--- src/rtl/macc_pkg.sv ---
// Shared types and constants for the MACC sequencer: FSM encoding, the
// (-128,-128) product substitute and the result saturation limits.
package macc_pkg;

  typedef enum logic [1:0] {
    ST_IDLE  = 2'd0,
    ST_RUN   = 2'd1,
    ST_FLUSH = 2'd2,
    ST_OUT   = 2'd3
  } state_t;

  localparam int unsigned OPND_W    = 8;
  localparam int unsigned MUL_W     = 15;
  localparam int unsigned PROD_W    = 16;
  localparam int unsigned OUT_W_DEF = 16;

  // The only operand pair whose product does not fit the multiplier's output
  localparam int signed NEG_SQ_PROD = 16384;

  localparam int signed SAT_MAX = (1 <<< (OUT_W_DEF - 1)) - 1;
  localparam int signed SAT_MIN = -(1 <<< (OUT_W_DEF - 1));

endpackage

--- src/rtl/Mul.sv ---
// 8x8 signed radix-4 Booth multiplier, combinational, 15-bit product
// (the result is exact for every pair except -128 * -128).
module Mul
  import macc_pkg::*;
(
  input  logic signed [OPND_W-1:0] x,
  input  logic signed [OPND_W-1:0] y,
  output logic signed [MUL_W-1:0]  p
);

  logic signed [MUL_W-1:0] xs;
  logic signed [MUL_W-1:0] pp;
  logic signed [MUL_W-1:0] sum;
  logic [OPND_W:0]         yb;

  // Four Booth digits in {-2..2}, each selecting a shifted copy of x
  always_comb begin
    xs  = MUL_W'(x);
    yb  = {y, 1'b0};
    pp  = '0;
    sum = '0;
    for (int i = 0; i < 4; i++) begin
      unique case (yb[2*i +: 3])
        3'b001, 3'b010: pp = xs;
        3'b011:         pp = xs <<< 1;
        3'b100:         pp = -(xs <<< 1);
        3'b101, 3'b110: pp = -xs;
        default:        pp = '0;
      endcase
      sum = sum + (pp <<< (2 * i));
    end
    p = sum;
  end

endmodule

--- src/rtl/macc_seq_ctrl.sv ---
// Dot-product sequencer around the Booth multiplier: operand handshake,
// product register, accumulator and result handshake. Define MACC_SAT_EN
// to saturate the result to OUT_W bits and expose out_sat.
module macc_seq_ctrl
  import macc_pkg::*;
#(
  parameter int unsigned LEN_W = 8,
  parameter int unsigned ACC_W = 24,
  parameter int unsigned OUT_W = OUT_W_DEF
) (
  input  logic                 clk,
  input  logic                 rst,
  input  logic [LEN_W-1:0]     cfg_len,
  input  logic                 in_valid,
  output logic                 in_ready,
  input  logic [OPND_W-1:0]    in_x,
  input  logic [OPND_W-1:0]    in_y,
  output logic                 out_valid,
  input  logic                 out_ready,
  output logic [OUT_W-1:0]     out_acc,
  output logic                 busy
`ifdef MACC_SAT_EN
  ,
  output logic                 out_sat
`endif
);

  state_t                   state_q, state_n;
  logic                     accept;
  logic                     neg_sq;
  logic [LEN_W-1:0]         cnt_q;
  logic [LEN_W-1:0]         len_m1;
  logic                     first_q;
  logic                     p_v_q;
  logic signed [PROD_W-1:0] p_q;
  logic signed [MUL_W-1:0]  mul_p;
  logic signed [ACC_W-1:0]  acc_q, acc_n;
  logic [OUT_W-1:0]         res_n;
`ifdef MACC_SAT_EN
  logic                     sat_n;
`endif

  assign accept = in_valid & in_ready;
  assign len_m1 = cfg_len - LEN_W'(1);
  assign neg_sq = (in_x == 8'h80) && (in_y == 8'h80);

  Mul u_mul (
    .x (in_x),
    .y (in_y),
    .p (mul_p)
  );

  // State register
  always_ff @(posedge clk) begin
    if (rst) state_q <= ST_IDLE;
    else     state_q <= state_n;
  end

  // Next-state logic
  always_comb begin
    state_n = state_q;
    unique case (state_q)
      ST_IDLE:  if (accept) state_n = (len_m1 == '0) ? ST_FLUSH : ST_RUN;
      ST_RUN:   if (accept && (cnt_q == LEN_W'(1))) state_n = ST_FLUSH;
      ST_FLUSH: state_n = ST_OUT;
      ST_OUT:   if (out_ready) state_n = ST_IDLE;
      default:  state_n = ST_IDLE;
    endcase
  end

  // Accumulate next value and the result it would present
  always_comb begin
    acc_n = acc_q;
    if (p_v_q) acc_n = (first_q ? '0 : acc_q) + ACC_W'(p_q);
`ifdef MACC_SAT_EN
    sat_n = 1'b0;
    res_n = acc_n[OUT_W-1:0];
    if (acc_n > ACC_W'(SAT_MAX)) begin
      res_n = OUT_W'(SAT_MAX);
      sat_n = 1'b1;
    end else if (acc_n < ACC_W'(SAT_MIN)) begin
      res_n = OUT_W'(SAT_MIN);
      sat_n = 1'b1;
    end
`else
    res_n = acc_n[OUT_W-1:0];
`endif
  end

  // Datapath and registered outputs
  always_ff @(posedge clk) begin
    if (rst) begin
      cnt_q     <= '0;
      first_q   <= 1'b0;
      p_v_q     <= 1'b0;
      p_q       <= '0;
      acc_q     <= '0;
      in_ready  <= 1'b1;
      busy      <= 1'b0;
      out_valid <= 1'b0;
      out_acc   <= '0;
`ifdef MACC_SAT_EN
      out_sat   <= 1'b0;
`endif
    end else begin
      in_ready  <= (state_n == ST_IDLE) || (state_n == ST_RUN);
      busy      <= (state_n != ST_IDLE);
      out_valid <= (state_n == ST_OUT);
      p_v_q     <= accept;
      acc_q     <= acc_n;
      if (accept) begin
        p_q   <= neg_sq ? PROD_W'(NEG_SQ_PROD) : PROD_W'(mul_p);
        cnt_q <= (state_q == ST_IDLE) ? len_m1 : cnt_q - LEN_W'(1);
      end
      if (accept && (state_q == ST_IDLE)) first_q <= 1'b1;
      else if (p_v_q)                     first_q <= 1'b0;
      // The final accumulation always lands on the FLUSH -> OUT edge
      if (state_q == ST_FLUSH) begin
        out_acc <= res_n;
`ifdef MACC_SAT_EN
        out_sat <= sat_n;
`endif
      end
    end
  end

endmodule

--- config.mk ---
export PLATFORM = sky130hd
export DESIGN_NAME = macc_seq_ctrl
export DESIGN_NICKNAME = d
export VERILOG_FILES = /design/src/rtl/macc_pkg.sv /design/src/rtl/Mul.sv /design/src/rtl/macc_seq_ctrl.sv
export SDC_FILE = /design/constraint.sdc
export NUM_CORES = 1
export LEC_CHECK = 0
export CORE_MARGIN = 3
export CORE_UTILIZATION = 50
export DETAILED_ROUTE_END_ITERATION = 8
export PLACE_DENSITY = 0.7
export REMOVE_ABC_BUFFERS = 1
export SETUP_SLACK_MARGIN = 0.1
export SLEW_MARGIN = 20
export SYNTH_ARGS = -nofsm -noshare
export SYNTH_HDL_FRONTEND = slang
export SYNTH_HIERARCHICAL = 1
export SYNTH_SLANG_ARGS = --single-unit
--- constraint.sdc ---
create_clock -name clk -period 8.9 [get_ports clk]
set_input_delay 2.225 -clock clk [delete_from_list [all_inputs] [get_ports clk]]
set_output_delay 2.225 -clock clk [all_outputs]
set_load 0.005 [all_outputs]
==> flow_summary_export.csv, run 1 <==
group,metric,value,unit
status,status,"finished clean",
pwr,p_total,0.001299,W
final_layout,drive_above_1_share,6.498,%
timing,hold_viol,0,
worst_hold_path,hp-class,"reg -> reg",
logic_synthesis,syn-cell-area,0.006147,mm^2
job,maxCapViolCount,0,
place,detailed_place_hpwl,12480,um
die,design.die.area,0.01366,mm^2
pwr,power.density,187.6,mW/mm^2
final_layout,layoutNonFillerInstCount,974,
grt,grt_pass1_vias,5615,
cts,clock_sinks,63,
cts,cts_hold_buf,0,
logic_synthesis,synth-async-reset-ratio,0,%
die,die_w,116.9,um
timing,rsz0062_at_grt,"no",
critical_path,worstSetupStartpoint,"in_x[0]",
cts,cts_tree,"yes",
timing,fmax,130.8,MHz
die,ioPinCount,47,
route,ant_nets,0,
timing,max-slew-margin-rel,34.53,%
die,coreArea,0.01171,mm^2
logic_synthesis,synth_area_per_cell,7.570,um^2
final_layout,syn_to_final_growth,12.64,%
pwr,worst_ir_drop_vdd,0.09980,mV
worst_hold_path,worstHoldStart,"cnt_q[5]",
route,post_drt_wl_per_cell,17.16,um
logic_synthesis,seq_area_frac_synth,20.52,%
timing,whs,479.7,ps
die,die_h,116.9,um
route,viasPerCell,6.067,
die,initial_utilization,52.49,%
critical_path,cp-end-kind,"flip-flop",
final_layout,multi_input_area,0.004474,mm^2
cts,cts_root_buffer,"clkbuf_16",
pwr,p_sw_share,38.57,%
logic_synthesis,yosysWarnings,6,
cts,cts_buffer_depth,2,
critical_path,start_kind,"input pin",
critical_path,cp.arrival,7830,ps
cts,post-cts-setup-buffer-count,0,
logic_synthesis,postSynthCellCount,812,
final_layout,final_nets,910,
critical_path,critPathMaxFanout,10,
final_layout,diodes,0,
pwr,leakage,2.864,nW
timing,timing.final.ws_setup,1256,ps
final_layout,seq_area,0.001261,mm^2
critical_path,reg2reg_from,"first_q",
cts,clk_pin_slew,60,ps
timing,finalSetupTns,0,ps
timing,worst_pin_slew,980.8,ps
final_layout,fillers,1103,
timing,report.final.slew_viol_count,0,
grt,grt_max_degree,65,
place,pre_cts_ws,999.9,ps
route,wirelength,16710,um
logic_synthesis,ys_types,77,
cts,cts-resized-gates,0,
pwr,pwr-share-clk,23.9,%
grt,grt_pass1_wl,27900,um
cts,cts_made_buffers,9,
route,drt_iter0_markers,566,
cts,clk_latency,330,ps
timing,finalSetupViolCount,0,
cts,h-tree-depth,3,
place,portBuffers,46,
critical_path,required,9080,ps
route,remaining_drc_errors,0,
critical_path,crit_type,"in -> reg",
logic_synthesis,ys_seq_elements,63,
logic_synthesis,synth_edf_count,0,
pwr,p_sw,0.0005010,W
pwr,seq_power_share,27.8,%
pwr,p_comb_share,48.2,%
place,gp_congestion,0.9428,
route,first_pass_iters,6,
pwr,power.internal,0.0007979,W
place,dp_cells,959,
grt,grt_antenna_before_repair,0,
timing,finalWorstPathRequiredPeriod,7644,ps
die,num_rows,39,
timing,post-route-period-util,85.88,%
timing,fin_skew,8.910,ps
logic_synthesis,synthFlopType,"dfxtp_1",
grt,grt-ovfl-total,0,
grt,grt_util_all_layers,25.27,%
route,vias,5909,
==> power by group through the flow <==
stage                     Combinational (W)  Sequential (W)  Clock (W)
final                              0.000627        0.000361   0.000311
after floorplan                    0.000461        0.000356          0
after global routing               0.000710        0.000366   0.000332
after CTS                          0.000625        0.000361   0.000315
after detailed placement           0.000621        0.000366          0
after global placement             0.000605        0.000364          0
==> sequential cells by signal (all words and copies together), names as in the netlist <==
signal / flops
acc_q: 16
busy: 1
cnt_q: 8
first_q: 1
in_ready: 1
out_acc: 16
out_valid: 1
p_q: 16
p_v_q: 1
state_q: 2
==> cell usage in the layout, fill, tap and decap left out, types with 4 or more instances in the layout <==
cell and n:
nor2_1 107, nand2_1 68, dfxtp_1 63, a21oi_1 54, inv_1 48, o21ai_0 46, clkdlybuf4s50_1 45, ha_1 35
xnor2_1 31, nor2b_1 26, a211oi_1 21, a22oi_1 20, fa_1 20, mux2i_1 17, xor2_1 14, nand3_1 13
buf_4 13, a21o_1 12, nor3_1 12, a31oi_1 11, o22ai_1 9, clkbuf_16 9, nand2b_1 8, nand4_1 8
a221oi_1 8, nand3b_1 7, and2_1 6, o211ai_1 4, o21ai_1 4, and3_1 4, a311oi_1 4, a32o_1 4
==> worst paths after layout <==
kind / end / slack, ps / cells after the start
setup reg to reg: out_acc[14] / 5740 / 10
setup / recovery: p_q[15] / 1260 / 21
hold reg to reg: cnt_q[5] / 480 / 2
hold / removal: cnt_q[5] / 480 / 2
==> metrics by stage <==
stage | util [%] | instance area [um^2]
after floorplan | - | 5924
after global placement | 56.86 | 6659
after detailed placement | 56.86 | 6659
after CTS | 59.12 | 6924
after global routing | 59.12 | 6924
final | 59.12 | 6924
==> cell usage after synthesis, types with 6 or more instances <==
master	instances	share of area (%)
nor2_1	108	6.6
nand2_1	68	4.2
dfxtp_1	63	21
a21oi_1	54	4.4
inv_1	48	2.9
o21ai_0	46	3.7
clkbuf_1	41	2.5
ha_1	35	7.1
xnor2_1	31	4.4
nor2b_1	26	2.6
a211oi_1	21	2.6
a22oi_1	20	2.4
fa_1	20	6.5
mux2i_1	17	2.8
xor2_1	14	2.0
nand3_1	13	1.1
a21o_1	12	1.5
nor3_1	12	0.98
a31oi_1	11	1.1
o22ai_1	9	0.92
a221oi_1	8	1.1
nand2b_1	8	0.81
nand4_1	8	0.81
nand3b_1	7	0.85
and2_1	6	0.61
buf_1	6	0.37
buf_2	6	0.49
==> cells by family (layout without fill, tap and decap cells) <==
family                     Yosys count  after routing  share of synthesized area, %
buffers and inverters              106            125                         6.737
and+or+nand+nor                    277            277                         21.35
DFF                                 63             63                         20.52
AOI/OAI and AO/OA                  241            241                         26.42
muxes                               23             23                         4.295
xor gates and xnor gates            47             47                         7.043
adders and majority gates           55             55                         13.64
==> cell type report <==
cell class	instances	area share (%)
Clock inverter	4	0.3253
Inverter	51	2.765
Sequential cell	63	18.21
Tap cell	143	2.584
Clock buffer	11	3.506
Timing Repair Buffer	59	7.987
Multi-Input combinational cell	643	64.62
==> metal layers <==
layer / vias to the layer above / GRT usage (%) / wire length (um) / share of wire (%)
met2: 176 / 42.09 / 8048 / 48
li1: 2921 / - / - / -
met1: 2784 / 33.71 / 7499 / 45
met5: - / 0 / 0 / 0
met3: 28 / 3.907 / 808 / 4.8
met4: 0 / 7.951 / 357 / 2.1
==> critical path, stage by stage <==
cell and delay, ps:
clkdlybuf4s50_1 580, inv_1 210, ha_1 360, or3b_2 550, xnor2_1 340, nor2_1 70, a21oi_1 140, o22ai_1 100
a21o_1 200, fa_1 480, inv_1 50, fa_1 520, inv_1 40, ha_1 330, o21a_1 130, a311oi_1 440
a21oi_1 180, a31oi_1 200, xnor3_1 430, a22oi_1 170, nor2_1 70
(Power assumes the default switching activity.)
==> run 2: changes to the inputs <==
- CORE_MARGIN: 3 -> 2
==> flow_summary_export.csv, run 2 (synthesized netlist as in run 1, its figures left out) <==
group,metric,value,unit
final_layout,most-common-layout-cells,"107 x nor2_1, 68 x nand2_1, 63 x dfxtp_1, 54 x a21oi_1, 48 x inv_1",
cts,cts_root_buffer,"clkbuf_16",
route,ant_nets,0,
grt,grt_antenna_before_repair,0,
pwr,leakage,2.863,nW
route,vias,6009,
final_layout,final_nets,909,
critical_path,r2r_setup_slack,5680,ps
die,coreArea,0.01201,mm^2
cts,cts_buffer_depth,2,
grt,grt-ovfl-total,0,
place,detailed_place_hpwl,11780,um
cts,clock_sinks,63,
route,remaining_drc_errors,0,
critical_path,required,9090,ps
route,post_drt_wl_per_cell,16.43,um
pwr,seq_power_share,27.6,%
timing,rsz0062_at_grt,"no",
cts,clk_latency,330,ps
timing,max-slew-margin-rel,35.41,%
cts,cts_hold_buf,0,
critical_path,cp.arrival,7840,ps
final_layout,final_core_util,57.73,%
route,first_pass_iters,5,
timing,fmax,130.7,MHz
grt,grt_pass1_vias,5632,
timing,hold_viol,0,
final_layout,syn_to_final_growth,12.80,%
die,die_w,114.9,um
die,num_rows,40,
pwr,worst_ir_drop_vdd,0.1100,mV
cts,clk_pin_slew,50,ps
route,wirelength,16070,um
critical_path,reg2reg_to,"out_acc[12]",
die,initial_utilization,51.18,%
pwr,power.density,188.4,mW/mm^2
critical_path,crit_type,"in -> reg",
critical_path,cp-endpoint,"p_q[15]",
cts,cts-resized-gates,0,
critical_path,start_kind,"input pin",
route,drt_iter0_markers,484,
critical_path,reg2reg_from,"first_q",
final_layout,diodes,0,
place,place_area,0.006656,mm^2
timing,report.final.slew_viol_count,0,
timing,worst_pin_slew,967.6,ps
route,wl_met1,7075,um
die,ioPinCount,47,
timing,fin_skew,9.568,ps
final_layout,drive_above_1_share,6.378,%
pwr,p_comb_share,47.7,%
critical_path,worst_r2r_path_depth,9,
timing,finalSetupTns,0,ps
timing,post-route-period-util,85.99,%
pwr,p_total,0.001306,W
timing,finalSetupViolCount,0,
pwr,p_sw,0.0004991,W
critical_path,worstSetupStartpoint,"in_x[1]",
die,die_h,114.9,um
cts,h-tree-depth,3,
die,design.die.area,0.01320,mm^2
place,gp_congestion,0.9773,
cts,post-cts-setup-buffer-count,0,
cts,cts_tree,"yes",
critical_path,cp-end-kind,"flip-flop",
place,portBuffers,46,
timing,finalWorstPathRequiredPeriod,7653,ps
pwr,p_sw_share,38.20,%
grt,grt_util_all_layers,24.87,%
route,wl_met2,7616,um
worst_hold_path,worstHoldStart,"acc_q[13]",
route,met3WireLength,1025,um
cts,cts_made_buffers,9,
final_layout,fillers,1119,
final_layout,mostFrequentLayoutCell,"nor2_1",
grt,grt_max_degree,65,
final_layout,postLayoutCellArea,0.006934,mm^2
pwr,pwr-share-clk,24.7,%
critical_path,critPathMaxFanout,10,
job,maxCapViolCount,0,
pwr,power.internal,0.0008073,W
worst_hold_path,hp-class,"reg -> reg",
route,viasPerCell,6.144,
status,status,"finished clean",
route,routed.top_layer,"met4",
grt,grt_pass1_wl,27050,um
final_layout,reg_top3,"acc_q: 16 flops, out_acc: 16 flops, p_q: 16 flops",
## run 2: how the worst min path moves through the flow
stage	to	slack [ps]	cells past startpoint
final	acc_q[13]	490	2
after global placement	acc_q[13]	460	2
after global routing	acc_q[13]	510	2
after CTS	acc_q[13]	490	2
after floorplan	acc_q[13]	440	2
after detailed placement	acc_q[13]	470	2
## run 2: worst max-delay path, stage by stage
cell and delay (ps):
clkdlybuf4s50_1 570, inv_1 200, ha_1 350, or3b_2 550, xnor2_1 390, nor2_1 80
a21oi_1 130, o22ai_1 100, a21o_1 200, fa_1 480, inv_1 60, fa_1 530
inv_1 40, ha_1 330, o21a_1 140, a311oi_1 430, a21oi_1 190, a31oi_1 210
xnor3_1 430, a22oi_1 170, nor2_1 50
## run 2: stage by stage
stage                     worst slack, ps  cells  hold slack (ps)
final                                1247    978            487.5
after global routing                813.3    978            513.9
after CTS                            1324    978            489.8
after detailed placement            970.1    962            475.0
after global placement               1168    962            464.9
after floorplan                      2146    757            443.6
## run 2: layout make-up
cell class,count,area (um^2),share of cell area (%)
Tap cell,147,183.9,2.652
Clock buffer,13,260.3,3.753
Clock inverter,3,17.52,0.2526
Multi-Input combinational cell,643,4474,64.53
Sequential cell,63,1261,18.19
Timing Repair Buffer,58,545.5,7.867
Inverter,51,191.4,2.761
## run 2: power by group through the flow
stage / sequential (W) / combinational (W) / clock (W)
floorplan: 0.000356 / 0.000461 / 0
global placement: 0.000363 / 0.000602 / 0
detailed placement: 0.000366 / 0.000615 / 0
CTS: 0.000361 / 0.000619 / 0.000328
global route: 0.000367 / 0.000706 / 0.000339
finish: 0.000361 / 0.000623 / 0.000322
## run 2: metal layers
metal | global-route usage [%] | up-vias
met5 | 0 | -
met4 | 6.908 | 0
met3 | 4.323 | 38
met2 | 42.27 | 250
met1 | 32.59 | 2795
li1 | - | 2926
